==> src/rtl/stream_row_loader.sv <==
// Packs AXI-Stream beats into ROW_LEN slot registers and hands the full row to compute via valid/ack.
// Write pulse 1 cycle after accept; tready low from row close until the row is acked.
module stream_row_loader #(
  parameter int WORD_WIDTH = 32,
  parameter int ROW_LEN    = 8
) (
  input  logic                  clk,
  input  logic                  reset_n,
  input  logic [WORD_WIDTH-1:0] i_s_tdata,
  input  logic                  i_s_tvalid,
  input  logic                  i_s_tlast,
  output logic                  o_s_tready,
  output logic [ROW_LEN-1:0]    o_wr_en,
  output logic [WORD_WIDTH-1:0] o_wr_data,
  output logic                  o_row_valid,
  input  logic                  i_row_ack,
  output logic                  o_len_err,
  input  logic                  i_err_clr
);

  localparam int IW = (ROW_LEN > 1) ? $clog2(ROW_LEN) : 1;
  localparam logic [IW-1:0] LAST_IDX = IW'(ROW_LEN - 1);

  typedef enum logic [1:0] {FILL, LAST, HOLD} state_t;

  state_t                state, state_nxt;
  logic [IW-1:0]         idx, idx_nxt;
  logic [ROW_LEN-1:0]    wr_en_q, wr_en_nxt;
  logic [WORD_WIDTH-1:0] wr_data_q, wr_data_nxt;
  logic                  len_err_q, len_err_nxt;
  logic                  accept, at_end, err_set;

  always_ff @(posedge clk or negedge reset_n) begin
    if (!reset_n) begin
      state     <= FILL;
      idx       <= '0;
      wr_en_q   <= '0;
      wr_data_q <= '0;
      len_err_q <= 1'b0;
    end else begin
      state     <= state_nxt;
      idx       <= idx_nxt;
      wr_en_q   <= wr_en_nxt;
      wr_data_q <= wr_data_nxt;
      len_err_q <= len_err_nxt;
    end
  end

  always_comb begin
    state_nxt   = state;
    idx_nxt     = idx;
    wr_en_nxt   = '0;
    wr_data_nxt = wr_data_q;
    accept      = (state == FILL) && i_s_tvalid;
    at_end      = (idx == LAST_IDX);
    // Early tlast and missing tlast on the last slot are both length errors.
    err_set     = accept && (at_end ? !i_s_tlast : i_s_tlast);

    case (state)
      FILL: begin
        if (accept) begin
          wr_data_nxt = i_s_tdata;
          for (int i = 0; i < ROW_LEN; i++) begin
            wr_en_nxt[i] = (idx == IW'(i));
          end
          if (at_end || i_s_tlast) begin
            state_nxt = LAST;
          end else begin
            idx_nxt = idx + IW'(1);
          end
        end
      end
      LAST: state_nxt = HOLD;
      HOLD: begin
        if (i_row_ack) begin
          state_nxt = FILL;
          idx_nxt   = '0;
        end
      end
      default: begin
        state_nxt = FILL;
        idx_nxt   = '0;
      end
    endcase

    if (err_set) begin
      len_err_nxt = 1'b1;
    end else if (i_err_clr) begin
      len_err_nxt = 1'b0;
    end else begin
      len_err_nxt = len_err_q;
    end
  end

  // Gated by reset_n so tready drops immediately on async reset assertion.
  assign o_s_tready  = reset_n && (state == FILL);
  assign o_row_valid = (state == HOLD);
  assign o_wr_en     = wr_en_q;
  assign o_wr_data   = wr_data_q;
  assign o_len_err   = len_err_q;

endmodule

==> config.mk <==
export PLATFORM = sky130hd
export DESIGN_NAME = stream_row_loader
export DESIGN_NICKNAME = d
export VERILOG_FILES = /design/src/rtl/stream_row_loader.sv
export SDC_FILE = /design/constraint.sdc
export NUM_CORES = 1
export LEC_CHECK = 0
export CORE_UTILIZATION = 43
export CTS_BUF_LIST = sky130_fd_sc_hd__clkbuf_4 sky130_fd_sc_hd__clkbuf_8
export DETAILED_ROUTE_END_ITERATION = 6
export PLACE_DENSITY = 0.89
export SLEW_MARGIN = 25
export SYNTH_ARGS = -nofsm -noshare
export SYNTH_HDL_FRONTEND = slang
export SYNTH_SLANG_ARGS = --single-unit
==> constraint.sdc <==
create_clock -name clk -period 2.5 [get_ports clk]
set_input_delay 0.375 -clock clk [delete_from_list [all_inputs] [get_ports clk]]
set_output_delay 0.375 -clock clk [all_outputs]
set_load 0.01 [all_outputs]
==> qor.txt <==
DRT iter0 DRCs: 75
Largest cells by area after synthesis: dfrtp_1 (63%), mux2_2 (19%), ha_1 (4.8%), mux2_4 (2.4%), and3_1 (2.4%)
Static leakage: 1.22 nW
Post-CTS Setup Bufs: 0
Layout cell share with drive strength beyond 1: 21.5%
Routability Congestion: 0.851
Internal Pwr Total: 1.69 mW
Max VDD drop: 459 µV
Hold Buf Count CTS: 0
Die height: 67.4 µm
RSZ-0062 raised after global routing: no
Switching share of power: 27.7%
CTS tree: done
Clock skew after layout: 0.00404 ns
Worst slew pin tran: 0.567 ns
Boundary Pins: 81
Post-cts gate resize count: 0
Worst-Skew Late Latency: 0.28 ns
Avg WL per Cell: 13.9 µm
Die width: 67.4 µm
Clock Path Buffers: 2
Critical path launch point type: register
First-pass detailed-route iteration total: 4
Layout Area Growth over Synthesis: 49.5%
Sequential Power Share: 44.8%
Overall Power: 2.34 mW
Vias post-DR: 1225
Slew Limit Fails: 0
Hold_ws: 0.173 ns
Worst Setup End Kind: register
Rel. slew slack: 62.2%
Post-Layout Inst Area: 2750 µm²
Post-Layout Cell Count: 255
Synth Instances: 122
Setup Viol. Count Final: 0
Synth warnings: 0
Worst-path maximum fanout: 5
Post-synth top area cell: dfrtp_1
Drt drc: 0
Netlist Area Pre-Place: 1840 µm²
Max-Cap Viols: 0
Clock share of power: 18.2%
Final worst path period need: 2.08 ns
Clock Tree Root: clkbuf_8
Distinct cells, synth: 20
Ant diodes: 0
I/O Buffers: 80
Gr ovfl total: 0
Syn Nets: 167
H-Tree Depth: 2
Area share of the largest cell type after synthesis: 62.5%
Average cell area after synthesis: 15.1 µm²
Clock transition at path regs: 0.07 ns
Combinational Power Share: 37.0%
Status: finished, final reports clean
Register area share after synthesis: 62.5%
Initial Util: 45.4%
Total CTS buffers: 5
GRT Resource Usage Total: 17.6%
Initial antenna violation count: 0
Final WS setup: 0.416 ns
Number of global-route vias before repair: 1264
Fin nets: 251
Placed Area: 2670 µm²
Detail Placement HPWL: 2520 µm
Critical Path AT: 2.26 ns
Largest net degree at the start of global routing: 47
First-pass GRT wire length: 5760 µm
Final period util: 83.4%
Post-Route WL: 3550 µm
Fmax: 480 MHz
Final-report hold violation count: 0
Dpl cells: 249
Power per cell area: 851 nW/µm²
Worst setup path class: reg2reg
Post-DRT Antenna Nets: 0
Clock sink count: 46
Yosys reg bits: 46
FP Rows: 23
Min-delay worst type: in2async
Psw: 0.648 mW
Die ar.: 4550 µm²
Via-to-Cell Ratio: 4.80
CP Data Required Time: 2.67 ns
Core region area: 4060 µm²
Worst slack, placed: 0.403 ns
Filler cell count: 300
Total negative slack: 0 ns
Final core occ: 67.8%
==> flip-flops by register name, summed over array words and instances (netlist names) <==
| signal | cells |
|---|---|
| idx | 3 |
| o_len_err | 1 |
| o_wr_data | 32 |
| o_wr_en | 8 |
| state | 2 |
==> Yosys cell counts <==
library cell  count
nand2_1           3
buf_6             2
mux2_4            3
buf_4             2
and2_1            1
mux2i_1           1
nor2_2            1
and2b_1           1
o21ai_0           2
nor2_1            2
mux2_2           31
inv_1             7
ha_1              7
and3_1            7
nor3_1            2
nand2b_1          1
a22o_1            1
dfrtp_1          46
and2_4            1
o31ai_1           1
==> cells by family (layout without fill, tap and decap cells) <==
group           count (synthesis)  in the layout  share of synthesized area, %
buf+inv                        11             94                          3.47
flops                          46             46                          62.5
simple gates                   19             19                          5.85
compound gates                  4              4                          1.43
fa+ha+maj                       7              7                          4.76
mux                            35             35                          22.0
==> power groups by stage <==
stage                     clock [mW]  sequential [mW]  combinational [mW]
after floorplan                    0             1.13               0.322
after global placement             0             1.05               0.864
after detailed placement           0             1.06               0.876
after CTS                      0.448             1.05               0.879
after global routing           0.485             1.07               0.944
final                          0.427             1.05               0.866
==> final timing paths <==
path | startpoint | to | slack, ns | cells after the start
worst min register to register | o_wr_data[19] | o_wr_data[19] | 0.51 | 1
worst min-delay path | reset_n | o_len_err | 0.17 | 2
max in group asynchronous | reset_n | o_wr_data[14] | 1.93 | 2
worst max-delay path | idx[0] | idx[0] | 0.42 | 7
worst max register to register | idx[0] | idx[0] | 0.42 | 7
min in group clk | o_wr_data[19] | o_wr_data[19] | 0.51 | 1
==> layout by cell type (no fill, tap or decap), types with 2 or more instances in the layout <==
cell             instances
clkdlybuf4s50_1         79
o21ai_0                  2
nor2_1                   2
and3_1                   7
nor3_1                   2
ha_1                     7
mux2_2                  31
clkbuf_8                 6
mux2_4                   3
inv_1                    7
nand2_1                  3
dfrtp_1                 46
==> final cells by class <==
| cell class | count | area (µm²) | area share (%) |
|---|---|---|---|
| Clock buffer | 6 | 82.6 | 3.00 |
| Inverter | 7 | 26.3 | 0.955 |
| Multi-Input combinational cell | 65 | 626 | 22.7 |
| Sequential cell | 46 | 1150 | 41.8 |
| Tap cell | 50 | 62.6 | 2.27 |
| Timing Repair Buffer | 81 | 803 | 29.2 |
==> per-layer routing <==
layer	share of wire (%)	vias to the layer above	track usage [%]	wire, µm
li1	-	577	-	-
met1	44	595	21.0	1570
met2	48	51	28.6	1690
met3	7.9	2	7.60	281
met4	0.11	0	5.32	4
met5	0	-	0	0
==> critical path, stage by stage (launching register included) <==
cell and delay [ns]:
dfrtp_1 0.43, ha_1 0.24, ha_1 0.18, inv_1 0.07, ha_1 0.16, nand2_1 0.06
o31ai_1 0.43, mux2_2 0.39
Note: power is estimated with default switching activity, not from simulation.
